[config.mk]
export PLATFORM = sky130hd
export DESIGN_NAME = div32by16_seq
export DESIGN_NICKNAME = d
export VERILOG_FILES = /design/src/rtl/div_pkg.sv /design/src/rtl/div_step.sv /design/src/rtl/div32by16_seq.sv
export SDC_FILE = /design/constraint.sdc
export NUM_CORES = 1
export LEC_CHECK = 0
export BUFFER_PORTS_ARGS = -buffer_cell sky130_fd_sc_hd__buf_4
export CAP_MARGIN = 15
export CORE_UTILIZATION = 55
export DETAILED_ROUTE_END_ITERATION = 12
export GPL_TIMING_DRIVEN = 0
export PLACE_DENSITY = 0.76
export SYNTH_ARGS = -nofsm -noshare
export SYNTH_HDL_FRONTEND = slang
export SYNTH_HIERARCHICAL = 1
export SYNTH_SLANG_ARGS = --single-unit
[constraint.sdc]
create_clock -name i_clk -period 5 [get_ports i_clk]
set_clock_uncertainty 0.2 [all_clocks]
set_input_delay 1 -clock i_clk [delete_from_list [all_inputs] [get_ports i_clk]]
set_output_delay 1 -clock i_clk [all_outputs]
set_load 0.01 [all_outputs]
[src/rtl/div_pkg.sv]
// Shared types and constants for the sequential signed divider.
// Holds the FSM state encoding, default widths and the iteration-counter sizing helper.
package div_pkg;

    typedef enum logic [2:0] {
        IDLE,
        PREP,
        ITER,
        FIX,
        DONE
    } state_t;

    localparam int DIV_W     = 16;
    localparam int DIV_ZW    = 2 * DIV_W;
    localparam int DIV_STEPS = 1;

    // Counter must hold the full iteration count, not just count-1.
    function automatic int cnt_width(input int zw, input int steps);
        return $clog2(zw / steps + 1);
    endfunction

    localparam int DIV_CW = cnt_width(DIV_ZW, DIV_STEPS);

    localparam logic [DIV_W-1:0] SAT_POS = 16'h7FFF;
    localparam logic [DIV_W-1:0] SAT_NEG = 16'h8000;

endpackage

[src/rtl/div_step.sv]
// One combinational radix-2 restoring step on magnitudes.
// Shifts {rem,quo} left by one, trial-subtracts the divisor and restores on borrow.
module div_step #(
    parameter int W = 16
) (
    input  logic [W-1:0]   rem_in,
    input  logic [2*W-1:0] quo_in,
    input  logic [W-1:0]   divisor,
    output logic [W-1:0]   rem_out,
    output logic [2*W-1:0] quo_out
);

    logic [W:0]   rem_sh;
    logic [W-1:0] diff;
    logic         borrow;

    // The shifted remainder needs W+1 bits; after a successful subtract it fits back in W.
    always_comb begin
        rem_sh  = {rem_in, quo_in[2*W-1]};
        borrow  = rem_sh < {1'b0, divisor};
        diff    = rem_sh[W-1:0] - divisor;
        rem_out = borrow ? rem_sh[W-1:0] : diff;
        quo_out = {quo_in[2*W-2:0], ~borrow};
    end

endmodule

[src/rtl/div32by16_seq.sv]
// Sequential signed divider, 2W-bit dividend by W-bit divisor, restoring on magnitudes.
// Quotient truncates toward zero, remainder follows the dividend sign; saturates on overflow.
import div_pkg::*;

module div32by16_seq #(
    parameter int W     = DIV_W,
    parameter int STEPS = DIV_STEPS
) (
    input  logic             i_clk,
    input  logic             i_rst,
    input  logic             i_valid,
    output logic             o_ready,
    input  logic [2*W-1:0]   i_z,
    input  logic [W-1:0]     i_b,
    output logic             o_valid,
    input  logic             i_ready,
    output logic [W-1:0]     o_q,
    output logic [W-1:0]     o_r,
    output logic             o_div0,
    output logic             o_ovf
);

    localparam int ZW    = 2 * W;
    localparam int ITERS = ZW / STEPS;
    localparam int CW    = cnt_width(ZW, STEPS);

    localparam logic [CW-1:0] ITERS_C  = CW'(ITERS);
    localparam logic [CW-1:0] CNT_LAST = CW'(1);
    localparam logic [W-1:0]  Q_MAX    = {1'b0, {(W-1){1'b1}}};
    localparam logic [W-1:0]  Q_MIN    = {1'b1, {(W-1){1'b0}}};
    localparam logic [ZW-1:0] MAG_NEG  = ZW'(1) << (W - 1);
    localparam logic [ZW-1:0] MAG_POS  = MAG_NEG - ZW'(1);

    state_t         state;
    state_t         state_nx;
    logic           accept;

    logic [ZW-1:0]  z_reg;
    logic [W-1:0]   b_reg;
    logic [ZW-1:0]  quo;
    logic [W-1:0]   rem;
    logic [W-1:0]   bmag;
    logic [CW-1:0]  cnt;

    logic           sz;
    logic           sb;
    logic           q_neg;
    logic           b_zero;

    logic [W-1:0]   rem_c [0:STEPS];
    logic [ZW-1:0]  quo_c [0:STEPS];

    assign sz     = z_reg[ZW-1];
    assign sb     = b_reg[W-1];
    assign q_neg  = sz ^ sb;
    assign b_zero = (b_reg == '0);

    assign o_ready = (state == IDLE);
    assign o_valid = (state == DONE);

    assign rem_c[0] = rem;
    assign quo_c[0] = quo;

    for (genvar s = 0; s < STEPS; s++) begin : g_step
        div_step #(.W(W)) u_step (
            .rem_in  (rem_c[s]),
            .quo_in  (quo_c[s]),
            .divisor (bmag),
            .rem_out (rem_c[s+1]),
            .quo_out (quo_c[s+1])
        );
    end

    always_ff @(posedge i_clk) begin
        if (i_rst) begin
            state <= IDLE;
        end else begin
            state <= state_nx;
        end
    end

    always_comb begin
        state_nx = state;
        accept   = 1'b0;
        case (state)
            IDLE: begin
                if (i_valid) begin
                    accept   = 1'b1;
                    state_nx = PREP;
                end
            end
            PREP:    state_nx = b_zero ? FIX : ITER;
            ITER:    if (cnt == CNT_LAST) state_nx = FIX;
            FIX:     state_nx = DONE;
            DONE:    if (i_ready) state_nx = IDLE;
            default: state_nx = IDLE;
        endcase
    end

    always_ff @(posedge i_clk) begin
        if (i_rst) begin
            z_reg  <= '0;
            b_reg  <= '0;
            quo    <= '0;
            rem    <= '0;
            bmag   <= '0;
            cnt    <= '0;
            o_q    <= '0;
            o_r    <= '0;
            o_div0 <= 1'b0;
            o_ovf  <= 1'b0;
        end else begin
            case (state)
                IDLE: begin
                    if (accept) begin
                        z_reg  <= i_z;
                        b_reg  <= i_b;
                        o_q    <= '0;
                        o_r    <= '0;
                        o_div0 <= 1'b0;
                        o_ovf  <= 1'b0;
                    end
                end
                PREP: begin
                    // Unsigned negation keeps -2^(ZW-1) and -2^(W-1) exact as magnitudes.
                    quo  <= sz ? -z_reg : z_reg;
                    bmag <= sb ? -b_reg : b_reg;
                    rem  <= '0;
                    cnt  <= ITERS_C;
                end
                ITER: begin
                    quo <= quo_c[STEPS];
                    rem <= rem_c[STEPS];
                    cnt <= cnt - CNT_LAST;
                end
                FIX: begin
                    if (b_zero) begin
                        o_div0 <= 1'b1;
                        o_ovf  <= 1'b0;
                        o_q    <= sz ? Q_MIN : Q_MAX;
                        o_r    <= z_reg[W-1:0];
                    end else begin
                        o_div0 <= 1'b0;
                        o_r    <= sz ? -rem : rem;
                        if (q_neg) begin
                            o_ovf <= (quo > MAG_NEG);
                            o_q   <= (quo > MAG_NEG) ? Q_MIN : -quo[W-1:0];
                        end else begin
                            o_ovf <= (quo > MAG_POS);
                            o_q   <= (quo > MAG_POS) ? Q_MAX : quo[W-1:0];
                        end
                    end
                end
                default: begin
                end
            endcase
        end
    end

endmodule

* Yosys cells after proc, flatten, opt, wreduce, memory -nomap -nowiden
Index checks and enable logic that the tools add are counted.
** Word-level totals
- Bits in registers :: 155
- Input port bits :: 52
- Logic and storage cells :: 67
** Cells by class
- Add/subtract/negate cells :: 6
- $lt $le $gt $ge :: 3
- Equality and inequality tests :: 9
- Muxes and demuxes :: 29
- Bitwise logic cells :: 2
- Reductions and logical operators :: 7
** Operators with widths (count)
- two-way mux 16 bit :: 10
- one-hot mux 16 bit (2 select lines) :: 3
- one-hot mux 32 bit (2 select lines) :: 1
- negation 16 bit :: 3
- > comparator 32 x 15 -> 1 bit (second input constant) :: 1
- > comparator 32 x 16 -> 1 bit (second input constant) :: 1
- two-way mux 32 bit :: 1
- negation 32 bit :: 1
- < comparator 17 x 16 -> 1 bit :: 1
- zero test 16 bit :: 1
- subtractor 16 bit :: 1
- one-hot mux 3 bit (5 select lines) :: 1
- one-hot mux 6 bit (2 select lines) :: 1
- two-way mux 3 bit :: 3
- two-way mux 1 bit :: 7
- == test 3 x 2 -> 1 bit (second input constant) :: 2
- == test 6 x 1 -> 1 bit (second input constant) :: 1
- subtractor 6 x 1 -> 6 bit (second input constant) :: 1
- inequality test 2 x 1 -> 1 bit (second input constant) :: 2
- inequality test 2 bit (second input constant) :: 2
- one-hot mux 1 bit (2 select lines) :: 2
- AND reduction 2 bit :: 2
- nonzero test 2 bit :: 2
- == test 3 x 1 -> 1 bit (second input constant) :: 1
- other kinds (5) :: 5

* Logic depth before layout (Yosys ltp)
Gate-level depths: netlist of run 1.
- Depth in word-level cells :: 5
- Mapped depth :: 12
- Mapped depth without buffers :: 12

* By module
Netlist of run 1, hierarchy kept.
** By module, submodules not included
- div32by16_seq :: times used 1, cells each 948, area an instance 7579.8 µm²
- div_step :: times used 1, cells each 188, area an instance 1395.1 µm²

* Worst setup path before layout of run 1
No wires, ideal clock.
- Kind :: flip-flop to flip-flop
- Start :: reg rem[0]
- End :: reg rem[10]
- Setup time :: 0.128 ns
- Data arrival time :: 2.360 ns
- Slack :: 2.312 ns
- Stages on the path, launching flop included :: 11
- Period minus slack after synthesis :: 2.688 ns
- Cells stage by stage :: dfxtp_1 ha_1 nor2b_1 o31a_1 o31a_4 a21oi_4 o31ai_4 buf_8 mux2_4 a22oi_1 nor2_1
** RTL lines
- from (decl) :: line div32by16_seq.sv:41 : logic [W-1:0] rem;
- from (signal assigned) :: line div32by16_seq.sv:133 : rem <= rem_c[STEPS];

==> results of run 1 <==
-- where the power goes --
part           internal [mW]  switching (mW)
sequential              1.38           0.175
clock                  0.787           0.533
combinational          0.986            1.43
-- worst max-delay path: cells and delay by family, from the launching register on --
| kind | cells | cell delay (ns) |
|---|---|---|
| compound gates | 5 | 1.20 |
| mux | 1 | 0.26 |
| flops | 1 | 0.37 |
| buf+inv | 2 | 0.15 |
| simple gates | 1 | 0.06 |
| fa+ha+maj | 2 | 0.59 |
| xor+xnor | 1 | 0.16 |
-- worst paths after layout --
kind	endpoint	cells past startpoint
hold reg to reg	o_r[5]$_SDFFE_PP0P_	2
setup / recovery	rem[12]$_SDFFE_PP0N_	12
hold / removal	o_r[5]$_SDFFE_PP0P_	2
setup reg to reg	rem[12]$_SDFFE_PP0N_	12
-- metrics by stage --
stage | power, mW | cell area, um^2 | util | std cells
2_1_floorplan | 3.36 | 8970 | - | 1136
3_3_place_gp | 3.89 | 9900 | 0.623 | 1439
3_5_place_dp | 3.92 | 9900 | 0.623 | 1439
4_1_cts | 5.25 | 10500 | 0.661 | 1470
5_1_grt | 5.60 | 10500 | 0.661 | 1471
6_report | 5.29 | 10500 | 0.661 | 1471
-- cell usage in the layout (no fill, tap or decap), types with 23 or more instances in the layout --
cell / count
a21oi_1: 109
a211oi_1: 28
clkbuf_1: 61
inv_1: 39
o21ai_0: 48
dfxtp_1: 155
a22oi_1: 47
xnor2_1: 23
nor2_1: 89
nand2_1: 180
xor2_1: 38
buf_4: 118
-- final cells by class --
cell class	count	area, um^2
Buffer	104	532
Clock buffer	18	429
Clock inverter	13	169
Fill cell	1442	5380
Inverter	40	150
Multi-Input combinational cell	837	5190
Sequential cell	155	3100
Tap cell	216	270
Timing Repair Buffer	88	658
-- cell families (layout without fill, tap and decap cells) --
kind of cell    Yosys count  count (layout)
buf+inv                 144             263
simple gates            383             383
fa+ha+maj                23              23
mux                      21              21
compound gates          349             349
flops                   155             155
xor+xnor                 61              61
-- layer usage --
layer / vias to the layer above / GRT usage / routed length (um)
met2: 399 / 0.489 / 11200
li1: 4263 / - / -
met4: 0 / 0.116 / 582
met5: - / 0 / 0
met1: 4110 / 0.452 / 11700
met3: 55 / 0.0513 / 2210
==> summary.md, run 1 <==
| Metric | Value |
|---|---|
| CP Capture Type | register |
| Worst reg2reg startpoint | quo[31]$_SDFFE_PP0N_ |
| Synth Area in Compound Gates | 0.260 |
| Cell Area, Synth | 0.00897 mm^2 |
| Kind of critical path | register to register |
| Post-DRT Antenna Nets | 0 |
| CP max stage delay | 0.42 ns |
| Asr flop ratio synth | 0 |
| Postcts setup bufs | 0 |
| Most numerous cell in the Yosys netlist | nand2_1 |
| Worst slack at placement | 1.90 ns |
| Slew headroom | 0.283 |
| ANT cells | 0 |
| Largest family of logic cells by synthesized area | compound AO/OA/AOI/OAI gates |
| Most used cell, CP | inv_1 |
| Synth Area per Inst | 7.90 um^2 |
| Synth area leaders | dfxtp_1 (35%), nand2_1 (7.5%), a21oi_1 (6.1%) |
| CTS max path bufs | 2 |
| Gr usage total | 0.319 |
| Final #Nets | 1,318 |
| DR vias/cell | 6.00 |
| CTS resizes | 0 |
| Num CTS Buffers | 17 |
| Layout cells sized above 1 | 0.162 |
| Worst setup path startpoint | quo[31]$_SDFFE_PP0N_ |
| Die area | 0.0168 mm^2 |
| Site Rows | 46 |
| Count of state elements after synthesis | 155 |
| Synthesized instance count | 1,136 |
| Setup TNS | 0 ns |
| XOR/XNOR Fraction of Synth Area | 0.0595 |
| Number of port buffers | 87 |
| Final period utilization | 0.625 |
| Setup WS post-layout | 1.87 ns |
| Slew Limit Fails | 0 |
| Worst Hold Class | register to register |
| Ports | 88 |
| Fraction of the mapped netlist area in simple logic gates | 0.197 |
| DRC errors left | 0 |
| Slowest CP cell | fa_1 |
| Initial antenna violation count | 0 |
| Worst reg2reg setup slack | 1.87 ns |
| Top cell type's share of synthesized area | 0.346 |
| Post-synthesis adder-cell area fraction | 0.0329 |
| Wire per inst | 17.5 um |
| Fmax | 0.320 GHz |
| CP Launch Type | register |
| Clock Tree Root | clkbuf_16 |
| Max Cap Viol | 0 |
| Most used DFF post-synth | dfxtp_1 |
| Synth cell count leaders | nand2_1 (180), dfxtp_1 (155), a21oi_1 (109), nor2_1 (89), clkbuf_1 (60) |
| Wirelength, routed | 25.7 mm |
| Dpl hpwl | 19.0 mm |
| Status | completed |
| Maximum vdd drop | 295 uV |
| Crit path DAT | 3.21 ns |
| DRT Pass-1 Iters | 5 |
| Vias in the first global route | 7,959 |
| Worst Path Max Fanout | 4 |
| Worst Tran Pin Value | 1.07 ns |
| Largest area contributor in the netlist | dfxtp_1 |
| Syn Nets | 1,211 |
| PD cells | 504 mW/mm^2 |
| Tmin final | 3.13 ns |
| Worst hold margin | 0.249 ns |
| Final Setup Violations | 0 |
| Core footprint | 0.0159 mm^2 |
| RSZ-0062 raised after global routing | no |
| TritonCTS clock tree | done |
| Worst-path clk slew | 0.06 ns |
| Global-route wire length before repair | 41.4 mm |
| Htree depth | 4 |
| Area grow syn2layout | 17.0% |
| Clock latency at the later pin of the worst-skew pair | 0.43 ns |
| DRT iter0 DRCs | 845 |
| Required @ worst endpoint | 5.09 ns |
| Number of synthesized flops with an enable pin | 0 |
| Synth cell types | 75 |
| Hold wc startpoint | o_r[5]$_SDFFE_PP0P_ |
| Vias | 8,827 |
| Mux contribution to synthesized area | 0.0282 |
| Initial Utilization | 0.565 |
| Clock Sink Count | 155 |
| Largest net degree at the start of global routing | 17 |
| P_leak | 4.08 nW |
| Crit-path cells | inv_1 -> ha_1 -> inv_1 -> fa_1 -> a211oi_1 -> o21ai_0 -> a31oi_1 -> a21oi_1 -> xor2_1 -> mux2_4 -> a22oi_1 -> nor2_1 |
| Congestion Overflow GR | 0 |
| Die W | 130 um |
| GPL Wtd Cong | 0.945 |
| Fin. Hold Viols | 0 |
| Register area share after synthesis | 0.346 |
| Synth Warn # | 6 |
| Die H | 130 um |
| CTS Hold Bufs | 0 |
Power figures use the tool's default switching activity.
==> inputs of run 2 (changes only) <==
==> constraint.sdc (replaced) <==
create_clock -name i_clk -period 3.1 [get_ports i_clk]
set_clock_uncertainty 0.2 [all_clocks]
set_input_delay 0.62 -clock i_clk [delete_from_list [all_inputs] [get_ports i_clk]]
set_output_delay 0.62 -clock i_clk [all_outputs]
set_load 0.01 [all_outputs]
==> run 2 against run 1 <==
Via count hardly changed. Die area is the same. Critical path type unchanged. Final cell count increased by 0.14%. Clock-buffer cell count unchanged. Register-to-register slack worse by 1.7 ns. Sequential share of layout area decreased by 0.074 points. Flip-flop and latch count did not move. Highest routed layer unchanged. Clock power up 62%. Core utilization is 0.17 points higher. Largest cell class unchanged.
==> summary.md, run 2 (synthesis results as in run 1) <==
| Metric | Value |
|---|---|
| PD cells | 818 mW/mm^2 (+62%) |
| Fin cells | 1,473 (+0.14%) |
| Total power | 8.61 mW (+63%) |
| Required @ worst endpoint | 3.19 ns (-1.90 ns) |
| Post-DRT Antenna Nets | 0 (unchanged) |
| Worst Setup EP | rem[12]$_SDFFE_PP0N_ |
| Worst reg2reg startpoint | quo[31]$_SDFFE_PP0N_ |
| Slew headroom | 0.266 (-0.0171) |
| DRC errors left | 0 (unchanged) |
| Multi-input gate area | 0.00520 mm^2 (+0.22%) |
| Reg2reg end | rem[12]$_SDFFE_PP0N_ |
| Wirelength, routed | 25.9 mm (+0.71%) |
| Sequential Area | 0.00310 mm^2 (unchanged) |
| Most used cell, CP | inv_1 |
| DRT iter0 DRCs | 817 (-3.3%) |
| Fmax | 0.340 GHz (+6.2%) |
| Wire per inst | 17.6 um (+0.58%) |
| CP max stage delay | 0.42 ns (about the same) |
| Worst Hold Class | primary input to register |
| Commonest cells after routing, fill and taps aside | nand2_1 (180), dfxtp_1 (155), buf_4 (120), a21oi_1 (109), nor2_1 (89) |
| Crit path DAT | 3.03 ns (-0.18 ns) |
| Tmin final | 2.94 ns (-0.182 ns) |
| Layout cells sized above 1 | 0.165 (+0.00292) |
| Ports | 88 (unchanged) |
| Fillers | 1,439 (-0.21%) |
| Worst setup path startpoint | quo[31]$_SDFFE_PP0N_ |
| Core footprint | 0.0159 mm^2 (unchanged) |
| Die W | 130 um (unchanged) |
| Final Instance Area | 0.0105 mm^2 (+0.25%) |
| Worst reg2reg setup slack | 0.16 ns (-1.72 ns) |
| Worst reg2reg path depth | 12 (unchanged) |
| Slowest CP cell | fa_1 |
| Worst Path Max Fanout | 4 (unchanged) |
| RSZ-0062 raised after global routing | yes |
| Worst Tran Pin Value | 1.09 ns (+0.0254 ns) |
| Clock Sink Count | 155 (unchanged) |
| Clock Tree Root | clkbuf_16 |
| CP Launch Type | register |
| CTS max path bufs | 2 (unchanged) |
| TritonCTS clock tree | done |
| Worst hold margin | 0.237 ns (-0.0122 ns) |
| Global-route wire length before repair | 41.4 mm (unchanged) |
| Htree depth | 4 (unchanged) |
| Dpl hpwl | 19.0 mm (unchanged) |
| Number of port buffers | 87 (unchanged) |
| Worst-path clk slew | 0.06 ns (about the same) |
| Crit-path cells | inv_1 -> ha_1 -> inv_1 -> fa_1 -> a211oi_1 -> o21ai_1 -> a31oi_2 -> a21oi_1 -> xor2_1 -> mux2_4 -> a22oi_1 -> nor2_1 |
| Status | completed |
| Site Rows | 46 (unchanged) |
| Maximum vdd drop | 475 uV (+61%) |
| P_leak | 4.10 nW (+0.35%) |
| Final Util | 0.663 (+0.00165) |
| Num CTS Buffers | 17 (unchanged) |
| Max Cap Viol | 0 (unchanged) |
| Clock latency at the later pin of the worst-skew pair | 0.43 ns (about the same) |
| Die area | 0.0168 mm^2 (unchanged) |
| ANT cells | 0 (unchanged) |
| Worst slack at placement | 0.0288 ns (-1.87 ns) |
| Area grow syn2layout | 17.3% |
| GPL Wtd Cong | 0.945 (unchanged) |
| Post-DP Area | 0.00990 mm^2 (unchanged) |
| Gr usage total | 0.319 (unchanged) |
| Final Setup Violations | 0 (unchanged) |
| Setup WS post-layout | 0.157 ns (-1.72 ns) |
| CP Capture Type | register |
| Vias | 8,832 (+0.057%) |
| Largest net degree at the start of global routing | 17 (unchanged) |
| Initial Utilization | 0.565 (unchanged) |
| Initial antenna violation count | 0 (unchanged) |
| Vias in the first global route | 7,959 (unchanged) |
| Commonest non-fill, non-tap cell in the layout | nand2_1 |
| Setup TNS | 0 ns (unchanged) |
| DR vias/cell | 6.00 (about the same) |
| Congestion Overflow GR | 0 (unchanged) |
| Kind of critical path | register to register |
| DRT Pass-1 Iters | 5 (unchanged) |
| Final period utilization | 0.949 (+0.324) |
| Die H | 130 um (unchanged) |
| Slew Limit Fails | 0 (unchanged) |
| Fin. Hold Viols | 0 (unchanged) |
| Final #Nets | 1,320 (+0.15%) |
| Placed cell count | 1,439 (unchanged) |
-- run 2: cell count changes in the layout (fill, tap and decap cells not counted) --
cell | previous run | this run
buf_4 | 118 | 120
nor3b_2 | 0 | 1
nor3b_1 | 5 | 4
o21ai_0 | 48 | 47
a31oi_2 | 0 | 1
a31oi_1 | 15 | 14
o21ai_1 | 1 | 2
-- run 2: worst min-delay path by stage --
stage / cells after the start / end / slack [ns] / startpoint
global route: 3 / z_reg[27]$_SDFFE_PP0P_ / 0.23 / i_z[27]
CTS: 3 / z_reg[27]$_SDFFE_PP0P_ / 0.23 / i_z[27]
global placement: 2 / o_r[6]$_SDFFE_PP0P_ / 0.23 / o_r[6]$_SDFFE_PP0P_
floorplan: 2 / bmag[15]$_SDFFE_PP0P_ / 0.23 / bmag[15]$_SDFFE_PP0P_
detailed placement: 2 / o_r[5]$_SDFFE_PP0P_ / 0.24 / o_r[5]$_SDFFE_PP0P_
finish: 3 / z_reg[26]$_SDFFE_PP0P_ / 0.24 / i_z[26]
-- run 2: worst max-delay path, delay by kind of cell, from the launching register on --
family / cells / cell delay, ns
adders and majority gates: 2 / 0.59
xor gates and xnor gates: 1 / 0.15
AOI/OAI and AO/OA: 5 / 1.03
buffers and inverters: 2 / 0.15
muxes: 1 / 0.26
and+or+nand+nor: 1 / 0.06
DFF: 1 / 0.37
-- run 2: metal layers --
metal  global-route usage  wire [um]  up-vias
li1                     -          -     4272
met1                0.452      12000     4104
met2                0.489      11200      398
met3               0.0513       2050       58
met4                0.116        623        0
met5                    0          0        -
-- run 2: area by class of cell --
cell class / count / share of cell area
inverter: 40 / 0.0143
multi-input combinational: 837 / 0.494
clock buffer: 18 / 0.0408
sequential: 155 / 0.295
timing repair buffer: 90 / 0.0639
buffer: 104 / 0.0505
tap: 216 / 0.0257
clock inverter: 13 / 0.0160
-- run 2: power breakdown --
| part | leakage [nW] | internal [mW] | switching, mW |
|---|---|---|---|
| logic | 2.55 | 1.63 | 2.33 |
| clock network | 0.291 | 1.27 | 0.866 |
| registers | 1.26 | 2.23 | 0.286 |
| total | 4.10 | 5.13 | 3.48 |
-- run 2: timing repair --
item / in CTS / in global routing
setup endpoints to repair: 0 / 20
buffers inserted: 0 / 2
resized for setup: 0 / 3
hold buffers: 0 / 0
==> inputs of run 3 (changes only) <==
--- a/config.mk
+++ b/config.mk
@@ -13,5 +13,4 @@
 export PLACE_DENSITY = 0.76
 export SYNTH_ARGS = -nofsm -noshare
 export SYNTH_HDL_FRONTEND = slang
-export SYNTH_HIERARCHICAL = 1
 export SYNTH_SLANG_ARGS = --single-unit
==> run 3 against run 2 <==
Hold slack worse by 0.0067 ns. Sequential power down 9.6%. First-iteration DRC count is 8.0% higher. Final cell count is 5.9% lower. Flip-flop and latch count did not move. Design area decreased by 4.6%. Sequential share of layout area increased by 1.4 points. Combinational power fell by 48%. Synthesized area down 4.5%. Power is 27% lower. Register-to-register slack got worse by 0.04 ns. Largest cell class unchanged. Largest power group is now registers.
==> summary.md, run 3 <==
| Metric | Value |
|---|---|
| Status | completed |
| CP Capture Type | register |
| Initial Utilization | 0.564 (-0.00120) |
| Synthesized instance count | 1,080 (-4.9%) |
| Number of port buffers | 87 (unchanged) |
| Die H | 127 um (-2.2%) |
| Worst reg2reg startpoint | rem[10]$_SDFFE_PP0P_ |
| Max Cap Viol | 0 (unchanged) |
| Synth cell count leaders | nand2_1 (180), dfxtp_1 (155), a21oi_1 (86), nor2_1 (77), clkbuf_1 (63) |
| Initial antenna violation count | 0 (unchanged) |
| Final #Nets | 1,261 (-4.5%) |
| Commonest cells after routing, fill and taps aside | nand2_1 (180), dfxtp_1 (155), buf_4 (88), a21oi_1 (86), nor2_1 (77) |
| Final Setup Violations | 0 (unchanged) |
| Worst hold margin | 0.230 ns (-0.00666 ns) |
| Met1 usage | 0.435 (-0.0162) |
| RSZ-0062 raised after global routing | yes |
| Synth area leaders | dfxtp_1 (36%), nand2_1 (7.9%), a21oi_1 (5.0%) |
| Fmax | 0.335 GHz (-1.3%) |
| Final period utilization | 0.962 (+0.0121) |
| Slew Limit Fails | 0 (unchanged) |
| Count of state elements after synthesis | 155 (unchanged) |
| Synth cell types | 71 (-5.3%) |
| Clock Tree Root | clkbuf_16 |
| Worst Path Max Fanout | 10 (+6) |
| Crit path DAT | 3.14 ns (+0.11 ns) |
| CP Buf/Inv Count | 2 (unchanged) |
| Largest net degree at the start of global routing | 17 (unchanged) |
| Cell Area, Synth | 0.00857 mm^2 (-4.5%) |
| PD cells | 627 mW/mm^2 (-23%) |
| Synth Area per Inst | 7.94 um^2 (+0.45%) |
| Syn Nets | 1,155 (-4.6%) |
| Int Pwr | 4.03 mW (-21%) |
| Post-DRT Antenna Nets | 0 (unchanged) |
| Worst Hold Class | primary input to register |
| Commonest non-fill, non-tap cell in the layout | nand2_1 |
| CP max stage delay | 0.41 ns (about the same) |
| Asr flop ratio synth | 0 (unchanged) |
| Ports | 88 (unchanged) |
| Clock latency at the later pin of the worst-skew pair | 0.43 ns (about the same) |
| DRT iter0 DRCs | 882 (+8.0%) |
| Top Usage Layer GRT | met2 |
| Area grow syn2layout | 17.2% |
| Slew headroom | 0.381 (+0.116) |
| Gr usage total | 0.318 (-0.000342) |
| Tmin final | 2.98 ns (+0.0376 ns) |
| Fillers | 1,390 (-3.4%) |
| Worst Tran Pin Value | 0.921 ns (-0.172 ns) |
| Maximum vdd drop | 426 uV (-10%) |
| Dpl hpwl | 18.7 mm (-1.6%) |
| Register area share after synthesis | 0.362 (+0.0163) |
| Clock Sink Count | 155 (unchanged) |
| Largest area contributor in the netlist | dfxtp_1 |
| Crit-path cells | ha_1 -> clkbuf_1 -> nand2_1 -> o21a_1 -> and2_1 -> a32oi_2 -> buf_2 -> o2111ai_1 -> a21oi_1 |
| Num CTS Buffers | 17 (unchanged) |
| Fin. Hold Viols | 0 (unchanged) |
| Wire per inst | 18.1 um (+3.3%) |
| Top cell type's share of synthesized area | 0.362 (+0.0163) |
| Global routing usage on met3 | 0.0557 (+0.00442) |
| Vias | 8,585 (-2.8%) |
| Number of synthesized flops with an enable pin | 0 (unchanged) |
| Htree depth | 4 (unchanged) |
| Fin cells | 1,386 (-5.9%) |
| Synth Warn # | 0 (-6) |
| Layout cells sized above 1 | 0.129 (-0.0361) |
| M2 GR Usage | 0.488 (-0.00111) |
| Most used DFF post-synth | dfxtp_1 |
| Placed cell count | 1,355 (-5.8%) |
| Worst setup path startpoint | rem[10]$_SDFFE_PP0P_ |
| Switch Pwr | 2.26 mW (-35%) |
| Largest delay share family, worst path | compound AO/OA/AOI/OAI gates |
| Wirelength, routed | 25.1 mm (-2.8%) |
| Required @ worst endpoint | 3.26 ns (+0.07 ns) |
| Die area | 0.0161 mm^2 (-4.4%) |
| DRC errors left | 0 (unchanged) |
| Hold wc startpoint | i_z[21] |
| Slowest CP cell | a32oi_2 |
| Most numerous cell in the Yosys netlist | nand2_1 |
| Final Util | 0.661 (-0.00215) |
| Die W | 127 um (-2.2%) |
| Clock power frac | 0.314 (+0.066) |
| Kind of critical path | register to register |
| Site Rows | 45 (-2.2%) |
| Congestion Overflow GR | 0 (unchanged) |
| CTS max path bufs | 2 (unchanged) |
| Core footprint | 0.0152 mm^2 (-4.3%) |
| Vias in the first global route | 7,734 (-2.8%) |
| Global-route wire length before repair | 40.0 mm (-3.4%) |
| ANT cells | 0 (unchanged) |
| Worst-path clk slew | 0.06 ns (about the same) |
| Combinational share of power | 0.325 (-0.135) |
| TritonCTS clock tree | done |
| CP Launch Type | register |
| DR vias/cell | 6.19 (+3.3%) |
| P_leak | 3.88 nW (-5.2%) |
| Switching fraction of total power | 0.359 (-0.0450) |
| DRT Pass-1 Iters | 5 (unchanged) |
| Flop pwr share | 0.361 (+0.069) |
| GPL Wtd Cong | 0.919 (-2.7%) |
| Total power | 6.29 mW (-27%) |
==> run 3: cell count changes after synthesis, sizes merged, moves of 8 or more <==
cell	change
buf	-29
nor2	-14
a21oi	-21
nand3	+22
a22o	+8
a221oi	-8
a222oi	+15
mux2	-11
a32oi	+9
a22oi	-30
a31oi	-11
==> run 3: path summary, 6_finish.rpt <==
| kind | end | slack (ns) | cells after the start |
|---|---|---|---|
| worst min register to register | o_r[6]$_SDFFE_PP0P_ | 0.25 | 2 |
| worst max-delay path | rem[13]$_SDFFE_PP0P_ | 0.12 | 9 |
| worst min-delay path | z_reg[21]$_SDFFE_PP0P_ | 0.23 | 3 |
| worst max register to register | rem[13]$_SDFFE_PP0P_ | 0.12 | 9 |
==> run 3: layout make-up <==
class / instances / area (um^2) / area share
Inverter: 32 / 120 / 0.0120
Clock inverter: 10 / 92.6 / 0.00922
Buffer: 78 / 322 / 0.0320
Sequential cell: 155 / 3100 / 0.309
Timing Repair Buffer: 87 / 653 / 0.0650
Clock buffer: 21 / 460 / 0.0459
Tap cell: 188 / 235 / 0.0234
Multi-Input combinational cell: 815 / 5060 / 0.503
==> run 3: timing repair <==
| item | 4_1_cts | 5_1_grt |
|---|---|---|
| resized for setup | 4 | 5 |
| setup buffers | 0 | 0 |
| pin swaps | 0 | 1 |
| hold buffers | 0 | 0 |
| cloned | 0 | 0 |
| endpoints found under the setup margin | 12 | 13 |
==> run 3: power by group through the flow <==
stage	clock (mW)	combinational [mW]	sequential, mW
2_1_floorplan	0	1.47	2.26
3_3_place_gp	0	1.93	2.30
3_5_place_dp	0	1.96	2.31
4_1_cts	1.98	1.99	2.26
5_1_grt	2.07	2.25	2.28
6_report	1.97	2.05	2.27
==> run 3: cells by family (layout without fill, tap and decap cells) <==
family,after synthesis,in the layout,synth area share
XOR/XNOR,63,63,0.0644
multiplexers,4,4,0.00496
AO/OA/AOI/OAI,328,328,0.265
adder cells (fa/ha/maj),23,23,0.0345
buffers and inverters,110,228,0.0512
flip-flops,155,155,0.362
AND/OR/NAND/NOR,397,397,0.218
==> run 3: per-stage QoR <==
step                TNS [ns]  cell area (um^2)  setup WS [ns]
CTS                        0             10000         0.0387
detailed placement     -1.21              9460         -0.166
global placement       -1.14              9460         -0.176
floorplan                  0              8570          0.431
finish                     0             10000          0.119
global route         -0.0125             10000        -0.0125
==> run 3: worst reg2reg max path: cells and delay by family (launching register included) <==
kind	cells	cell delay [ns]
DFF	1	0.39
adders and majority gates	1	0.31
AOI/OAI and AO/OA	4	1.02
and+or+nand+nor	2	0.37
buffers and inverters	2	0.62
==> run 3: per-layer routing <==
metal | share of wire | routed length (um)
met3 | 0.078 | 1960
met2 | 0.43 | 10900
met5 | 0 | 0
met4 | 0.031 | 777
met1 | 0.46 | 11500
